===== config.mk =====
export PLATFORM = sky130hd
export DESIGN_NAME = alarm_siren_controller
export DESIGN_NICKNAME = d
export VERILOG_FILES = /design/src/rtl/alarm_siren_controller.sv
export SDC_FILE = /design/constraint.sdc
export NUM_CORES = 1
export LEC_CHECK = 0
export ABC_AREA = 1
export CORE_MARGIN = 8
export CORE_UTILIZATION = 63
export DETAILED_ROUTE_END_ITERATION = 8
export PLACE_DENSITY = 0.81
export SLEW_MARGIN = 20
export SYNTH_ARGS = -nofsm -noshare
export SYNTH_HDL_FRONTEND = slang
export SYNTH_SLANG_ARGS = --single-unit

===== constraint.sdc =====
create_clock -name clk -period 3 [get_ports clk]
set_input_delay 0.3 -clock clk [delete_from_list [all_inputs] [get_ports clk]]
set_output_delay 0.3 -clock clk [all_outputs]
set_load 0.01 [all_outputs]

===== src/rtl/alarm_siren_controller.sv =====
// alarm_siren_controller
// Sits downstream of the home alarm core. It adds an entry delay, drives a
// pulsed siren for a bounded time, and supports operator silence/acknowledge.
// It also keeps an alarm-memory flag and a saturating count of sounding
// events. The alarm, active and ack inputs are asynchronous, so each passes
// through a two-flop synchroniser before the FSM uses it.
module alarm_siren_controller #(
  parameter int unsigned ENTRY_DELAY     = 4,
  parameter int unsigned SIREN_CYCLES    = 20,
  parameter int unsigned PULSE_HALF      = 3,
  parameter int unsigned COOLDOWN_CYCLES = 5
) (
  input  logic       clk,
  input  logic       rst_n,
  input  logic       alarm,
  input  logic       active,
  input  logic       ack,
  output logic       siren,
  output logic       alarm_mem,
  output logic [2:0] state,
  output logic [7:0] events
);

  // State codes are visible on the state port, so they stay fixed.
  localparam logic [2:0] DISARMED = 3'd0;
  localparam logic [2:0] ARMED    = 3'd1;
  localparam logic [2:0] ENTRY    = 3'd2;
  localparam logic [2:0] SOUNDING = 3'd3;
  localparam logic [2:0] COOLDOWN = 3'd4;

  // The timers are loaded with N-1, so a state exits on the edge where the
  // timer reads 0. That edge closes the Nth cycle.
  localparam logic [15:0] ENTRY_LOAD = 16'(ENTRY_DELAY - 1);
  localparam logic [15:0] SIREN_LOAD = 16'(SIREN_CYCLES - 1);
  localparam logic [15:0] PULSE_LOAD = 16'(PULSE_HALF - 1);
  localparam logic [15:0] COOL_LOAD  = 16'(COOLDOWN_CYCLES - 1);

  logic alarm_m, alarm_s;
  logic active_m, active_s;
  logic ack_m, ack_s;

  logic [15:0] timer, timer_d;
  logic [15:0] phase, phase_d;
  logic [2:0]  state_d;
  logic        siren_d;
  logic        mem_d;
  logic [7:0]  events_d;

  // Two-flop synchronisers for the asynchronous inputs.
  always_ff @(posedge clk) begin
    if (!rst_n) begin
      alarm_m  <= 1'b0;
      alarm_s  <= 1'b0;
      active_m <= 1'b0;
      active_s <= 1'b0;
      ack_m    <= 1'b0;
      ack_s    <= 1'b0;
    end else begin
      alarm_m  <= alarm;
      alarm_s  <= alarm_m;
      active_m <= active;
      active_s <= active_m;
      ack_m    <= ack;
      ack_s    <= ack_m;
    end
  end

  // Next-state logic. Events are handled in this order: disarm, then
  // acknowledge, then timer expiry or alarm.
  always_comb begin
    state_d  = state;
    timer_d  = timer;
    phase_d  = phase;
    siren_d  = siren;
    mem_d    = alarm_mem;
    events_d = events;

    if (!active_s) begin
      state_d = DISARMED;
      timer_d = '0;
      phase_d = '0;
      siren_d = 1'b0;
    end else begin
      case (state)
        DISARMED: begin
          state_d = ARMED;
          if (ack_s) mem_d = 1'b0;
        end

        ARMED: begin
          if (ack_s) begin
            mem_d = 1'b0;
          end else if (alarm_s) begin
            state_d = ENTRY;
            timer_d = ENTRY_LOAD;
          end
        end

        // An alarm that drops during ENTRY does not abort it.
        // Only a disarm does.
        ENTRY: begin
          if (timer == '0) begin
            state_d = SOUNDING;
            timer_d = SIREN_LOAD;
            phase_d = PULSE_LOAD;
            siren_d = 1'b1;
            mem_d   = 1'b1;
            if (events != '1) events_d = events + 8'd1;
          end else begin
            timer_d = timer - 16'd1;
          end
        end

        SOUNDING: begin
          if (ack_s || timer == '0) begin
            state_d = COOLDOWN;
            timer_d = COOL_LOAD;
            phase_d = '0;
            siren_d = 1'b0;
          end else begin
            timer_d = timer - 16'd1;
            if (phase == '0) begin
              siren_d = ~siren;
              phase_d = PULSE_LOAD;
            end else begin
              phase_d = phase - 16'd1;
            end
          end
        end

        COOLDOWN: begin
          siren_d = 1'b0;
          if (timer == '0) begin
            state_d = ARMED;
            timer_d = '0;
          end else begin
            timer_d = timer - 16'd1;
          end
        end

        // Codes 5 to 7 are illegal. They recover to DISARMED.
        default: begin
          state_d = DISARMED;
          timer_d = '0;
          phase_d = '0;
          siren_d = 1'b0;
        end
      endcase
    end
  end

  // State, timers and the registered outputs.
  always_ff @(posedge clk) begin
    if (!rst_n) begin
      state     <= DISARMED;
      timer     <= '0;
      phase     <= '0;
      siren     <= 1'b0;
      alarm_mem <= 1'b0;
      events    <= '0;
    end else begin
      state     <= state_d;
      timer     <= timer_d;
      phase     <= phase_d;
      siren     <= siren_d;
      alarm_mem <= mem_d;
      events    <= events_d;
    end
  end

endmodule


==> summary.md <==
| Metric | Value |
|---|---|
| Slowest-stage cell, CP | dfxtp_1 |
| Startpoint Class | register |
| Top-count cell post-synth | nand2_1 |
| Hold depth | 2 |
| Number of global-route vias before repair | 2,514 |
| Die ar. | 6886 um2 |
| Cells on worst reg2reg path | 9 |
| Post-CTS Hold Buffers | 0 |
| Cell area after synthesis | 2826 um2 |
| Share of cells above drive strength 1 | 7.539% |
| R2r startpoint | phase[0]$_SDFFE_PN0P_ |
| Clock-pin slew of the registers on the worst-case setup and hold paths | 0.08 ns |
| Final ANT Viol Nets | 0 |
| Main synth FF type | dfxtp_1 |
| DR pass1 iterations | 4 |
| Post-synth top cells | nand2_1, nor2_1, dfxtp_1 |
| CTS Root Cell | clkbuf_8 |
| Worst Hold Class | register to register |
| Net Count, Synth | 438 |
| Critical path type | register to register |
| Layout Nets | 459 |
| Post-layout min period | 1.902 ns |
| H-tree Lvls | 2 |
| CTS Buf Count | 5 |
| Synth-to-Final Area Change | 10.45% |
| Core area | 4354 um2 |
| Arr. time, crit path | 2.10 ns |
| Die Y-Extent | 82.98 um |
| HPWL Detailed | 4485 um |
| Hold Path Origin | active_m$_SDFF_PN0_ |
| I/O pin count | 18 |
| Synth cell types | 26 |
| Vias | 2,691 |
| Pwr/cell area | 356.5 nW/um2 |
| Initial antenna violation count | 0 |
| Worst reg-to-reg setup slack | 1.10 ns |
| Clk Latency, worst-skew pair | 0.31 ns |
| Async SR Flop Fraction | 0% |
| FMAX | 525.8 MHz |
| Hold Path End | active_s$_SDFF_PN0_ |
| Worst R2R End | phase[12]$_SDFFE_PN0P_ |
| Max FO, Critical Path | 6 |
| Pint | 862.3 uW |
| Synthesis-stage register bit count | 51 |
| CTS tree | done |
| Routed WL per cell | 12.05 um |
| Aggregate global-route resource usage | 17.81% |
| Final Hold Fails | 0 |
| Proportion of power drawn by flip-flops and latches | 61.5% |
| CP bufs+invs | 1 |
| Setup TNS | 0 ns |
| Syn Inst Count | 429 |
| # placed instances | 495 |
| DRT Wirelength | 6059 um |
| # resized after CTS | 0 |
| Clock sinks | 51 |
| Syn. warnings | 0 |
| Ranking of synthesized cells by area | dfxtp_1, nand2_1, nand3_1, nor2_1, inv_1 |
| Clk buf depth | 2 |
| Worst path required time | 3.20 ns |
| Number of enable flip-flop cells after synthesis | 0 |
| IO Port Bufs | 17 |
| Run status | completed |
| Max-cap viol count | 0 |
| Syn Area/Cell | 6.588 um2 |
| Crit. End Element | register |
| Pin count of the biggest net entering global routing | 20 |
| Initial Util | 64.91% |
| Yosys top cell by area | dfxtp_1 |
| Sw frac | 22.51% |
| Combinational Power Share | 4.4% |
| First-pass GRT wire length | 10,720 um |
| Post-route clock period utilization | 63.39% |
| Post-DR vias/cell | 5.350 |
| Final Setup Violations | 0 |
| Maximum vdd drop | 0.2462 mV |
| Lkg Pwr | 1.467 nW |
| Remaining DRCs | 0 |
| Post-Layout Cell Count | 503 |
| Placer congestion estimate | 0.8794 |
| Die width | 82.98 um |
| Post-layout util | 71.70% |
| Setup bufs post-CTS | 0 |
| Gr ovfl total | 0 |
| Antenna cells | 0 |
| Net Switching | 250.5 uW |
| Yosys top cell area share | 36.12% |
| Crit path largest cell delay | 0.30 ns |
| Slew at the pin with the worst max-slew slack | 0.4954 ns |
| Clk pwr share | 34.1% |
| Iteration-0 DRC Markers | 191 |
| Clock Skews | 0.004341 ns |
| Crit path cell chain | inv_1, ha_1, nand2_1, nor2_1, nand2_1, nand4_1, nand2_2, nand2_2, nor2_1 |
| Slew headroom | 66.94% |
| Slew Viols, Final | 0 |
| Sequential element share of the synthesized area | 36.12% |
| Row count | 24 |
| Unrepaired setup endpoints after global routing | false |
| CP delay by family, top | simple AND/OR/NAND/NOR gates |
## area by class of cell
cell class,instances,area [um2]
well taps,52,65.06
multi-input cells,320,1578
clock inverters,1,5.005
inverters,55,206.4
flip-flops and latches,51,1021
repair buffers,17,170.2
clock buffers,7,76.32
fillers,374,1232
## metrics by stage
stage | hold slack, ns | total power [mW] | worst slack [ns] | area (um2)
after detailed placement | 0.4060 | 0.7488 | 0.9033 | 3040
after CTS | 0.4262 | 1.126 | 1.135 | 3122
final | 0.4211 | 1.113 | 1.098 | 3122
after floorplan | 0.3905 | 0.7344 | 1.484 | 2826
after global routing | 0.4419 | 1.155 | 0.8247 | 3122
after global placement | 0.4004 | 0.7477 | 0.9717 | 3040
## sequential cells by signal (all words and copies together), names as in the netlist
register   flops
phase         16
timer         16
events         8
state          3
ack_m          1
ack_s          1
active_m       1
active_s       1
alarm_m        1
alarm_mem      1
alarm_s        1
siren          1
## tightest hold or removal path: stages, from the launching register on
cell	delay [ns]
dfxtp_1	0.32
nand2_1	0.05
inv_1	0.04
## how the worst max path moves through the flow
| stage | to | slack (ns) | depth (start not counted) | start |
|---|---|---|---|---|
| floorplan | events[0]$_SDFFE_PN0P_ | 1.48 | 7 | events[0]$_SDFFE_PN0P_ |
| global placement | timer[7]$_SDFFE_PN0P_ | 0.97 | 5 | rst_n |
| detailed placement | timer[10]$_SDFFE_PN0P_ | 0.90 | 5 | rst_n |
| CTS | phase[12]$_SDFFE_PN0P_ | 1.14 | 9 | phase[0]$_SDFFE_PN0P_ |
| global route | phase[12]$_SDFFE_PN0P_ | 0.82 | 9 | phase[0]$_SDFFE_PN0P_ |
| finish | phase[12]$_SDFFE_PN0P_ | 1.10 | 9 | phase[0]$_SDFFE_PN0P_ |
## per-layer routing
layer,global-route usage (%),share of wire (%),vias up
li1,-,-,1416
met1,22.24,48,1198
met2,28.08,45,66
met3,4.688,5.1,11
met4,7.508,1.9,0
met5,0,0,-
## power groups by stage
stage                     Sequential, mW  Combinational, mW  Clock, mW
after floorplan                    0.699             0.0349          0
after global routing               0.685             0.0558      0.414
after global placement             0.700             0.0479          0
after CTS                          0.684             0.0492      0.392
after detailed placement           0.700             0.0489          0
final                              0.684             0.0493      0.380
## layout by cell type, fill, tap and decap left out
master,netlist,layout
a21oi_1,24,24
xnor2_1,5,5
nand3_1,50,50
o21bai_2,1,1
nand2_2,7,7
o21ai_1,1,1
nor2_1,62,62
inv_1,48,48
nand3b_1,2,2
nor2_4,3,3
ha_1,4,4
nand4_1,11,11
clkdlybuf4s50_1,0,17
clkinv_1,1,1
dfxtp_1,51,51
nand2_4,3,3
o21bai_1,3,3
clkinv_2,0,1
o21ai_0,10,10
xor2_1,11,11
clkbuf_1,0,2
nand2_1,106,106
clkbuf_8,0,5
or2_1,1,1
nor2_2,7,7
inv_2,6,6
a31oi_2,1,1
nor3_1,8,8
## cells by family after synthesis
family | Yosys count | synth area share, %
adder cells (fa/ha/maj) | 4 | 1.771
buffers and inverters | 58 | 8.056
flip-flops | 51 | 36.12
AND/OR/NAND/NOR | 260 | 41.26
AO/OA/AOI/OAI | 40 | 7.835
XOR/XNOR | 16 | 4.958
Note: power is estimated with default switching activity, not from simulation.
